### config.mk
export PLATFORM = sky130hd
export DESIGN_NAME = lcd_frame_collector
export DESIGN_NICKNAME = d
export VERILOG_FILES = /design/src/rtl/lcd_pkg.sv /design/src/rtl/lcd_frame_stats.sv /design/src/rtl/lcd_frame_collector.sv
export SDC_FILE = /design/constraint.sdc
export NUM_CORES = 1
export LEC_CHECK = 0
export BUFFER_PORTS_ARGS = -buffer_cell sky130_fd_sc_hd__clkbuf_2
export CAP_MARGIN = 20
export CORE_UTILIZATION = 55
export DETAILED_ROUTE_END_ITERATION = 8
export PLACE_DENSITY = 0.73
export SYNTH_ARGS = -nofsm -noshare
export SYNTH_HDL_FRONTEND = slang
export SYNTH_SLANG_ARGS = --single-unit
### constraint.sdc
create_clock -name clk -period 6.05 [get_ports clk]
set_input_delay 0 -clock clk [delete_from_list [all_inputs] [get_ports clk]]
set_output_delay 0 -clock clk [all_outputs]
set_load 0.02 [all_outputs]
### src/rtl/lcd_pkg.sv
// Shared types and constants for the LCD frame collector slice.
// Covers pixel geometry, the collector state encoding and the LCD controller command codes.
package lcd_pkg;

  localparam int PIX_W     = 8;
  localparam int FRAME_PIX = 16;
  localparam int SUM_W     = 12;

  typedef enum logic [1:0] {
    IDLE,
    COLLECT,
    HOLD,
    DROP
  } state_t;

  // Command codes understood by the upstream LCD controller.
  localparam logic [7:0] LCD_CMD_CLEAR     = 8'h01;
  localparam logic [7:0] LCD_CMD_HOME      = 8'h02;
  localparam logic [7:0] LCD_CMD_ENTRY     = 8'h06;
  localparam logic [7:0] LCD_CMD_DISP_ON   = 8'h0C;
  localparam logic [7:0] LCD_CMD_FUNC_SET  = 8'h38;
  localparam logic [7:0] LCD_CMD_SET_DDRAM = 8'h80;

endpackage

### src/rtl/lcd_frame_stats.sv
// Running sum / maximum accumulator for one frame of pixels.
// When clear and accumulate are both high, the pixel seeds a fresh frame.
module lcd_frame_stats
  import lcd_pkg::*;
#(
  parameter int PIX_W = lcd_pkg::PIX_W
) (
  input  logic             clk,
  input  logic             reset,
  input  logic             clear,
  input  logic             accumulate,
  input  logic [PIX_W-1:0] pixel,
  output logic [SUM_W-1:0] sum,
  output logic [PIX_W-1:0] max_pix
);

  always_ff @(posedge clk) begin
    if (reset) begin
      sum     <= '0;
      max_pix <= '0;
    end else if (clear) begin
      sum     <= accumulate ? SUM_W'(pixel) : '0;
      max_pix <= accumulate ? pixel : '0;
    end else if (accumulate) begin
      sum <= sum + SUM_W'(pixel);
      if (pixel > max_pix) max_pix <= pixel;
    end
  end

endmodule

### src/rtl/lcd_frame_collector.sv
// Collects 16-pixel bursts from the LCD controller into a frame buffer and holds
// each complete frame, with its sum and max, until the consumer releases it.
module lcd_frame_collector
  import lcd_pkg::*;
#(
  parameter int PIX_W     = lcd_pkg::PIX_W,
  parameter int FRAME_PIX = lcd_pkg::FRAME_PIX
) (
  input  logic             clk,
  input  logic             reset,
  input  logic [PIX_W-1:0] datain,
  input  logic             in_valid,
  output logic             frame_valid,
  input  logic             frame_ready,
  input  logic [3:0]       rd_addr,
  output logic [PIX_W-1:0] rd_data,
  output logic [11:0]      frame_sum,
  output logic [PIX_W-1:0] frame_max,
  output logic [7:0]       frame_cnt,
  output logic             err_short,
  output logic             err_overrun
);

  localparam int IDX_W = $clog2(FRAME_PIX);
  localparam logic [IDX_W-1:0] LAST_IDX = IDX_W'(FRAME_PIX - 1);

  state_t           state, state_next;
  logic [IDX_W-1:0] idx;
  logic [IDX_W-1:0] waddr;
  logic             accept_first, accept_next, frame_done;
  logic             release_frame, short_err, overrun, buf_we;
  logic [PIX_W-1:0] pix_buf [FRAME_PIX];

  always_ff @(posedge clk) begin
    if (reset) state <= IDLE;
    else       state <= state_next;
  end

  // DROP returns to HOLD only if the frame survived the burst unreleased.
  always_comb begin
    state_next = state;
    case (state)
      IDLE:    if (in_valid) state_next = COLLECT;
      COLLECT: begin
        if (!in_valid)             state_next = IDLE;
        else if (idx == LAST_IDX)  state_next = HOLD;
      end
      HOLD: begin
        if (frame_ready)   state_next = in_valid ? COLLECT : IDLE;
        else if (in_valid) state_next = DROP;
      end
      DROP:    if (!in_valid) state_next = (frame_valid && !frame_ready) ? HOLD : IDLE;
      default: state_next = IDLE;
    endcase
  end

  always_comb begin
    accept_first  = 1'b0;
    accept_next   = 1'b0;
    frame_done    = 1'b0;
    release_frame = 1'b0;
    short_err     = 1'b0;
    overrun       = 1'b0;
    case (state)
      IDLE:    accept_first = in_valid;
      COLLECT: begin
        accept_next = in_valid;
        frame_done  = in_valid && (idx == LAST_IDX);
        short_err   = !in_valid;
      end
      HOLD: begin
        release_frame = frame_ready;
        accept_first  = frame_ready && in_valid;
        overrun       = in_valid && !frame_ready;
      end
      DROP:    release_frame = frame_valid && frame_ready;
      default: ;
    endcase
    buf_we = accept_first || accept_next;
    waddr  = accept_first ? '0 : idx;
  end

  always_ff @(posedge clk) begin
    if (reset) begin
      idx         <= '0;
      frame_valid <= 1'b0;
      frame_cnt   <= '0;
      err_short   <= 1'b0;
      err_overrun <= 1'b0;
    end else begin
      err_short   <= short_err;
      err_overrun <= overrun;
      if (accept_first)     idx <= IDX_W'(1);
      else if (accept_next) idx <= idx + IDX_W'(1);
      else if (short_err)   idx <= '0;
      if (frame_done)         frame_valid <= 1'b1;
      else if (release_frame) frame_valid <= 1'b0;
      if (release_frame) frame_cnt <= frame_cnt + 8'd1;
    end
  end

  // Buffer contents deliberately survive reset; only the read register clears.
  always_ff @(posedge clk) begin
    if (buf_we) pix_buf[waddr] <= datain;
  end

  always_ff @(posedge clk) begin
    if (reset) rd_data <= '0;
    else       rd_data <= pix_buf[rd_addr];
  end

  lcd_frame_stats #(
    .PIX_W(PIX_W)
  ) u_stats (
    .clk       (clk),
    .reset     (reset),
    .clear     (accept_first),
    .accumulate(buf_we),
    .pixel     (datain),
    .sum       (frame_sum),
    .max_pix   (frame_max)
  );

endmodule

==> results of run 1 <==
[metrics by stage]
step / hold slack (ns) / cell area, um^2
floorplan: 0.0897 / 7260
finish: 0.0888 / 8260
global placement: 0.333 / 7670
global route: 0.106 / 8260
detailed placement: 0.329 / 7670
CTS: 0.0623 / 8250
[kinds of logic (layout without fill, tap and decap cells)]
kind of cell	Yosys count	in the layout	share of synthesized area
AO/OA/AOI/OAI	58	58	0.0560
AND/OR/NAND/NOR	129	129	0.0841
multiplexers	49	49	0.136
adder cells (fa/ha/maj)	19	19	0.0338
buffers and inverters	35	110	0.0217
XOR/XNOR	12	12	0.0145
flip-flops	173	173	0.653
[layout make-up]
cell class | instances | area (um^2) | area share
multi-input combinational | 267 | 2360 | 0.285
clock inverter | 14 | 128 | 0.0154
inverter | 17 | 63.8 | 0.00772
timing repair buffer | 61 | 323 | 0.0391
clock buffer | 18 | 429 | 0.0519
tap | 172 | 215 | 0.0260
sequential | 173 | 4740 | 0.574
[where the power goes]
group          switching, W  leakage, nW  internal, W
Sequential        0.0000130         1.52      0.00129
Clock              0.000427        0.274     0.000599
Combinational      0.000118         1.13    0.0000804
Total              0.000558         2.93      0.00197
[registers in the layout (all words and copies together), names as in the netlist, 2 cells and up]
| register | flops |
|---|---|
| frame_cnt | 8 |
| idx | 4 |
| pix_buf | 128 |
| rd_data | 8 |
| state | 2 |
| u_stats.max_pix | 8 |
| u_stats.sum | 12 |
[cell usage in the layout (no fill, tap or decap), types with 2 or more instances in the layout]
cell type        n
o21ai_0          9
bufinv_16        2
a2111oi_0        3
a22oi_1          5
o31ai_1          2
dlygate4sd3_1    2
nand3_1          5
inv_1           16
nand2b_1         4
nand3b_1         4
o21a_1           3
and2_1           8
a222oi_1         3
nor2_1          44
xor2_1           5
clkinv_1         3
xnor2_1          7
a211oi_1         3
and3_1           4
a21oi_1         16
clkinv_4         2
edfxtp_1       128
mux4_2          40
clkbuf_16       17
nor3_1          13
a21o_1           4
mux2i_1          9
nand4_1          6
clkbuf_2        55
nand2_1         31
ha_1            18
clkinv_2         6
nor2b_1          6
buf_4            3
dfxtp_1         45
[cell usage after synthesis (5+ instances only)]
master and count:
edfxtp_1 128, dfxtp_1 45, nor2_1 44, mux4_2 40
nand2_1 31, ha_1 18, a21oi_1 16, inv_1 16
nor3_1 13, mux2i_1 9, o21ai_0 9, and2_1 8
clkbuf_1 7, xnor2_1 7, nand4_1 6, nor2b_1 6
a22oi_1 5, buf_1 5, nand3_1 5, xor2_1 5
[worst max path at each step]
stage                                     to  slack [ns]  depth (start not counted)
floorplan            pix_buf[0][0]$_DFFE_PP_        3.84                          6
detailed placement  pix_buf[10][0]$_DFFE_PP_        3.30                          4
global route        pix_buf[10][6]$_DFFE_PP_        3.02                          4
global placement    pix_buf[10][0]$_DFFE_PP_        3.41                          4
CTS                 pix_buf[10][0]$_DFFE_PP_        3.23                          4
finish              pix_buf[10][0]$_DFFE_PP_        3.33                          4
[metal layers]
metal / vias to the layer above / part of all wire / wire [um]
met5: - / 0 / 0
met4: 0 / 0.023 / 336
met3: 29 / 0.050 / 735
met2: 146 / 0.49 / 7210
met1: 2141 / 0.43 / 6290
li1: 1952 / - / -
[worst register-to-register path, delay by kind of cell (launching register included)]
kind | cells | cell delay (ns)
flops | 1 | 0.48
simple gates | 4 | 1.87
==> reports/metrics.yaml, run 1 <==
placed_design:
  gp_congestion: 0.853
  dpl.hpwl_um: 9640
  portBuffers: 54
  pre_cts_slack_ns: 3.30
  dp_cells: 686
logic_synthesis:
  ys_seq_elements: 173
  yosysSeqAreaShare: 0.653
  synth_top_area_cell: "edfxtp_1"
  ys.flop_type: "edfxtp_1"
  synth_cell_types: 47
  synth_top_area_share: 0.529
  synth_warnings: 0
  syn_area_um2: 7260
  synth_area_leaders: "edfxtp_1, dfxtp_1, mux4_2"
  syn_avg_cell_area_um2: 15.3
  syn_nets: 510
  async_flop_share: 0
  syn-instance-count: 475
  synth_edf_count: 128
grt:
  track_usage: 0.236
  gr-usage-met3: 0.0458
  globalRouteMet2Util: 0.388
  grt_max_degree: 33
  busiest_layer: "met2"
  grt_pass1_vias: 4206
  grt_pass1_wl_um: 22800
  gr-total-overflow: 0
  met1_usage: 0.307
  antenna_found_initial: 0
timing:
  max_slew_margin: 0.358
  rsz0062_at_grt: "no"
  maxSlewViolCount: 0
  hold_violations: 0
  timing.final.ws_setup_ns: 3.33
  setup-tns-final_ns: 0
  worst_slew_pin_slew_ns: 0.959
  period_share: 0.450
  finalClockSkew_ns: 0.00656
  fmax_ghz: 0.368
  period_minus_slack_ns: 2.72
  setup_violations: 0
clock_network:
  cts_setup_buffers: 0
  ctsResizeCount: 0
  cts_buffer_depth: 2
  cts_tree: "built"
  path_clk_slew_ns: 0.06
  postCtsHoldBufs: 2
  worstSkewPairLatency_ns: 0.42
  cts-root-buf: "clkbuf_16"
  cts_made_buffers: 17
  htreeDepth: 4
  cts_sinks: 173
drt:
  ant_nets: 0
  via_per_inst: 5.91
  drt_wl_total_um: 14600
  wire_per_inst_um: 20.2
  drt-initial-drc-count: 366
  via_count: 4268
  drt_pass1_iterations: 5
  post-route-drc-count: 0
setup_path:
  critPathRequiredTime_ns: 6.10
  rrSetupSlack_ns: 3.33
  crit_chain: "nand2b_1, nor2_1, nand3b_1, nor2_1"
  cp_common_cell: "nor2_1"
  path_delay_family: "simple AND/OR/NAND/NOR gates"
  critPathKind: "reg2reg"
  reg2reg_from: "state[0]$_SDFFE_PP0P_"
  crit_path_end_kind: "flop"
  startpoint: "state[0]$_SDFFE_PP0P_"
  r2r_cells: 4
  cp_max_fo: 13
  critical_path_arrival_ns: 2.77
  cpPeakStageDelay_ns: 0.75
  r2r-end: "pix_buf[10][0]$_DFFE_PP_"
  cpMaxStageDelayCell: "nor2_1"
  path_buf_inv: 0
  cp-start-kind: "flop"
layout:
  antenna_cells: 0
  final_nets: 572
  nFillCells: 956
  drive_gt1_frac: 0.238
  fin_cells: 722
  area_growth_syn_to_layout_pct: 13.8
  finish.utilization: 0.649
die:
  ios: 55
  die_h_um: 117
  initial_core_util: 0.571
  die_w_um: 117
  row_count: 41
  core_area_um2: 12700
  fp.dieArea_um2: 13700
pwr:
  powerDensity_nw_per_um2: 306
  p_total_w: 0.00253
  vdd_drop_max_mv: 0.166
  p_leak_nw: 2.93
job:
  maxCapViolCount: 0
worst_hold_path:
  min_to: "u_stats.sum[0]$_SDFFE_PP0P_"
  hp-class: "in2reg"
  min_from: "reset"
  holdPathStages: 2
outcome:
  status: "complete, no violations"
Power figures use the tool's default switching activity.
==> inputs of run 2 (changes only) <==
==> constraint.sdc (replaced) <==
create_clock -name clk -period 2.75 [get_ports clk]
set_input_delay 0 -clock clk [delete_from_list [all_inputs] [get_ports clk]]
set_output_delay 0 -clock clk [all_outputs]
set_load 0.02 [all_outputs]
==> reports/metrics.yaml, run 2 (synthesis gave the netlist of run 1 again) <==
layout:
  layout_commonest_cell: "edfxtp_1"
  final_area_um2: 8530
  final_cell_mix: "edfxtp_1, clkbuf_2, dfxtp_1"
  final_nets: 591
  fin_cells: 741
  area_growth_syn_to_layout_pct: 17.5
  reg_top3: "pix_buf x128, u_stats.sum x12"
  nFillCells: 922
  finish.utilization: 0.671
  largest_reg_flops: 128
  top_register: "pix_buf"
  drive_gt1_frac: 0.269
  antenna_cells: 0
drt:
  wire_per_inst_um: 21.1
  ant_nets: 0
  drt-initial-drc-count: 325
  via_per_inst: 5.98
  post-route-drc-count: 0
  drt_wl_total_um: 15600
  via_count: 4433
  drt_pass1_iterations: 5
timing:
  worst_slew_pin_slew_ns: 0.844
  max_slew_margin: 0.435
  maxSlewViolCount: 0
  setup-tns-final_ns: 0
  finalClockSkew_ns: 0.00729
  fmax_ghz: 0.459
  hold_violations: 0
  setup_violations: 0
  rsz0062_at_grt: "no"
  period_minus_slack_ns: 2.18
  period_share: 0.792
  timing.final.ws_setup_ns: 0.571
pwr:
  pwr-share-seq: 0.479
  p_sw_frac: 0.211
  pwr-share-clk: 0.447
  internal_power_w: 0.00473
  p_switching_w: 0.00126
  vdd_drop_max_mv: 0.340
  power_frac_comb: 0.075
  powerDensity_nw_per_um2: 702
  p_leak_nw: 3.08
placed_design:
  gp_congestion: 0.927
  pre_cts_slack_ns: 0.567
  portBuffers: 54
  placed_area_um2: 7850
  dp_cells: 707
  dpl.hpwl_um: 10300
setup_path:
  reg2reg_from: "u_stats.max_pix[5]$_SDFFE_PP0P_"
  cp-start-kind: "flop"
  crit_path_end_kind: "flop"
  crit_chain: "inv_1, ha_1, a211oi_1, nor2_1, o221a_2, a311oi_4, mux2i_1"
  r2r_cells: 7
  startpoint: "u_stats.max_pix[5]$_SDFFE_PP0P_"
  critPathKind: "reg2reg"
  critPathRequiredTime_ns: 3.09
  cpMaxStageDelayCell: "a311oi_4"
  cpPeakStageDelay_ns: 0.55
  cp_max_fo: 8
  critical_path_arrival_ns: 2.52
clock_network:
  htreeDepth: 4
  worstSkewPairLatency_ns: 0.42
  cts-root-buf: "clkbuf_16"
  cts_tree: "built"
  cts_sinks: 173
  path_clk_slew_ns: 0.07
  cts_buffer_depth: 2
  cts_setup_buffers: 0
  cts_made_buffers: 17
grt:
  gr-total-overflow: 0
  antenna_found_initial: 0
  grt_pass1_wl_um: 24100
  grt_pass1_vias: 4408
  grt_max_degree: 33
  track_usage: 0.253
outcome:
  status: "complete, no violations"
die:
  initial_core_util: 0.571
  fp.dieArea_um2: 13700
  die_h_um: 117
  core_area_um2: 12700
  die_w_um: 117
  ios: 55
  row_count: 41
worst_hold_path:
  holdPathStages: 2
  hp-class: "in2reg"
  min_from: "datain[4]"
job:
  maxCapViolCount: 0
## run 2: cell type report
class                   count  area [um^2]  area share
flip-flops and latches    173         4740       0.556
inverters                  17         63.8     0.00748
well taps                 172          215      0.0252
multi-input cells         267         2360       0.276
repair buffers             80          483      0.0566
clock buffers              17          425      0.0499
clock inverters            15          243      0.0284
## run 2: repair_timing
action / in CTS / in global routing
hold buffers: 2 / 0
hold endpoints to repair: 5 / 0
resized for setup: 0 / 0
## run 2: worst paths after layout
| kind | end | slack, ns |
|---|---|---|
| worst max-delay path | u_stats.max_pix[3]$_SDFFE_PP0P_ | 0.57 |
| worst max register to register | u_stats.max_pix[3]$_SDFFE_PP0P_ | 0.57 |
| worst min register to register | u_stats.max_pix[7]$_SDFFE_PP0P_ | 0.49 |
| worst min-delay path | pix_buf[6][4]$_DFFE_PP_ | 0.07 |
## run 2: critical path, delay by kind of cell (launching register included)
kind / cells / cell delay [ns]
flops: 1 / 0.35
mux: 1 / 0.26
compound gates: 3 / 1.07
buf+inv: 1 / 0.05
simple gates: 1 / 0.08
fa+ha+maj: 1 / 0.29
## run 2: power groups by stage
stage / logic, W / clock network [W] / registers, W
after floorplan: 0.000268 / 0 / 0.00295
after global placement: 0.000439 / 0 / 0.00292
after detailed placement: 0.000446 / 0 / 0.00292
after CTS: 0.000451 / 0.00271 / 0.00287
after global routing: 0.000491 / 0.00282 / 0.00287
final: 0.000446 / 0.00268 / 0.00287
## run 2: per-stage QoR
step	power [W]	hold WS [ns]
after floorplan	0.00322	0.0897
after global placement	0.00336	0.318
after detailed placement	0.00337	0.324
after CTS	0.00603	0.0537
after global routing	0.00618	0.0670
final	0.00599	0.0677
## run 2: metal layers
metal  up-vias  part of all wire  GRT usage  wire [um]
li1       2003                 -          -          -
met1      2260              0.41      0.309       6370
met2       145              0.51      0.431       7990
met3        25             0.057     0.0644        891
met4         0             0.025      0.108        394
met5         -                 0          0          0
==> inputs of run 3 (changes only) <==
--- a/config.mk
+++ b/config.mk
@@ -7,9 +7,9 @@
 export LEC_CHECK = 0
 export BUFFER_PORTS_ARGS = -buffer_cell sky130_fd_sc_hd__clkbuf_2
 export CAP_MARGIN = 20
-export CORE_UTILIZATION = 55
+export CORE_UTILIZATION = 54
 export DETAILED_ROUTE_END_ITERATION = 8
-export PLACE_DENSITY = 0.73
+export PLACE_DENSITY = 0.75
 export SYNTH_ARGS = -nofsm -noshare
 export SYNTH_HDL_FRONTEND = slang
 export SYNTH_SLANG_ARGS = --single-unit
==> constraint.sdc (replaced) <==
create_clock -name clk -period 2 [get_ports clk]
set_input_delay 0 -clock clk [delete_from_list [all_inputs] [get_ports clk]]
set_output_delay 0 -clock clk [all_outputs]
set_load 0.02 [all_outputs]
==> reports/metrics.yaml, run 3 (synthesis gave the netlist of run 1 again) <==
layout:
  nFillCells: 898
  final_nets: 610
  reg_top3: "pix_buf x128, u_stats.sum x12"
  final_cell_mix: "edfxtp_1, clkbuf_2, nor2_1"
  drive_gt1_frac: 0.293
  antenna_cells: 0
  largest_reg_flops: 128
  top_register: "pix_buf"
  area_growth_syn_to_layout_pct: 19.1
  final_area_um2: 8650
  finish.utilization: 0.672
  layout_commonest_cell: "edfxtp_1"
die:
  initial_core_util: 0.564
  ios: 55
  die_w_um: 118
  row_count: 41
  die_h_um: 118
  core_area_um2: 12900
  fp.dieArea_um2: 13900
pwr:
  powerDensity_nw_per_um2: 893
  p_leak_nw: 3.14
  vdd_drop_max_mv: 0.540
  pwr-share-seq: 0.511
  p_total_w: 0.00772
  p_sw_frac: 0.220
  internal_power_w: 0.00602
  pwr-share-clk: 0.401
  power_frac_comb: 0.088
  p_switching_w: 0.00170
setup_path:
  critPathRequiredTime_ns: 2.34
  crit_path_end_kind: "flop"
  cp_max_fo: 5
  critPathKind: "reg2reg"
  cp-start-kind: "flop"
  startpoint: "u_stats.max_pix[5]$_SDFFE_PP0P_"
  reg2reg_from: "u_stats.max_pix[5]$_SDFFE_PP0P_"
  critical_path_arrival_ns: 2.24
grt:
  grt_pass1_wl_um: 25600
  grt_max_degree: 33
  grt_pass1_vias: 4548
  track_usage: 0.251
  gr-total-overflow: 0
  antenna_found_initial: 0
drt:
  via_count: 4486
  via_per_inst: 5.91
  ant_nets: 0
  post-route-drc-count: 0
  drt_pass1_iterations: 5
  drt_wl_total_um: 16300
  wire_per_inst_um: 21.5
  drt-initial-drc-count: 462
worst_hold_path:
  min_from: "datain[6]"
  hp-class: "in2reg"
clock_network:
  cts_buffer_depth: 2
  cts-root-buf: "clkbuf_16"
  cts_setup_buffers: 0
  cts_made_buffers: 17
  cts_tree: "built"
  path_clk_slew_ns: 0.06
  worstSkewPairLatency_ns: 0.42
  cts_sinks: 173
  htreeDepth: 4
timing:
  max_slew_margin: 0.508
  setup_violations: 0
  hold_violations: 0
  finalClockSkew_ns: 0.00475
  worst_slew_pin_slew_ns: 0.733
  period_share: 0.950
  fmax_ghz: 0.526
  maxSlewViolCount: 0
  rsz0062_at_grt: "yes"
  period_minus_slack_ns: 1.90
  setup-tns-final_ns: 0
job:
  maxCapViolCount: 0
outcome:
  status: "complete, no violations"
placed_design:
  dpl.hpwl_um: 10700
  portBuffers: 54
  gp_congestion: 0.887
  placed_area_um2: 8030
[run 3: cell count changes in the layout (fill, tap and decap cells not counted), moves of 3 or more]
cell,change
clkbuf_1,+6
clkinvlp_4,-3
bufinv_16,-4
dfxtp_2,+3
buf_4,+13
dfxtp_1,-4
[run 3: path summary, 6_finish.rpt]
kind / cells after the start / slack [ns] / to
max: 8 / 0.1 / u_stats.max_pix[1]$_SDFFE_PP0P_
min: 4 / 0.06 / u_stats.sum[6]$_SDFFE_PP0P_
max reg2reg: 8 / 0.1 / u_stats.max_pix[1]$_SDFFE_PP0P_
min reg2reg: 2 / 0.48 / u_stats.max_pix[6]$_SDFFE_PP0P_
[run 3: layer usage]
metal | wire [um] | vias to the layer above | GRT usage
met5 | 0 | - | 0
met4 | 333 | 0 | 0.0994
met3 | 905 | 23 | 0.0480
met2 | 8370 | 185 | 0.422
met1 | 6680 | 2247 | 0.323
li1 | - | 2031 | -
[run 3: power by group through the flow]
stage / sequential (W) / clock, W / combinational, W
detailed placement: 0.00402 / 0 / 0.000661
floorplan: 0.00406 / 0 / 0.000374
CTS: 0.00394 / 0.00315 / 0.000673
finish: 0.00394 / 0.00309 / 0.000681
global placement: 0.00402 / 0 / 0.000642
global route: 0.00395 / 0.00327 / 0.000741
[run 3: per-stage QoR]
stage                     worst slack [ns]  std cells  hold WS [ns]
final                                0.100        759        0.0574
after CTS                           0.0796        760        0.0428
after floorplan                    0.00955        475        0.0897
after detailed placement            0.0481        724         0.324
after global placement               0.107        724         0.328
after global routing               -0.0541        759        0.0691
[run 3: cell type report]
type	count	area, um^2	area share
Clock buffer	23	448	0.0518
Tap cell	172	215	0.0249
Timing Repair Buffer	99	671	0.0776
Multi-Input combinational cell	267	2400	0.278
Sequential cell	173	4750	0.550
Clock inverter	8	93.8	0.0109
Inverter	17	63.8	0.00738
[run 3: worst max-delay path: stages (launching register included)]
cell and delay (ns):
dfxtp_4 0.35, inv_1 0.08, ha_4 0.20, a211oi_2 0.16
nor2_1 0.06, o221a_2 0.28, a311oi_4 0.31, buf_6 0.18
mux2i_1 0.19
[run 3: timing repair]
action	in CTS	in global routing
endpoints found under the setup margin	0	45
gates resized for setup	0	12
hold buffers	5	0
endpoints found under the hold margin	13	0
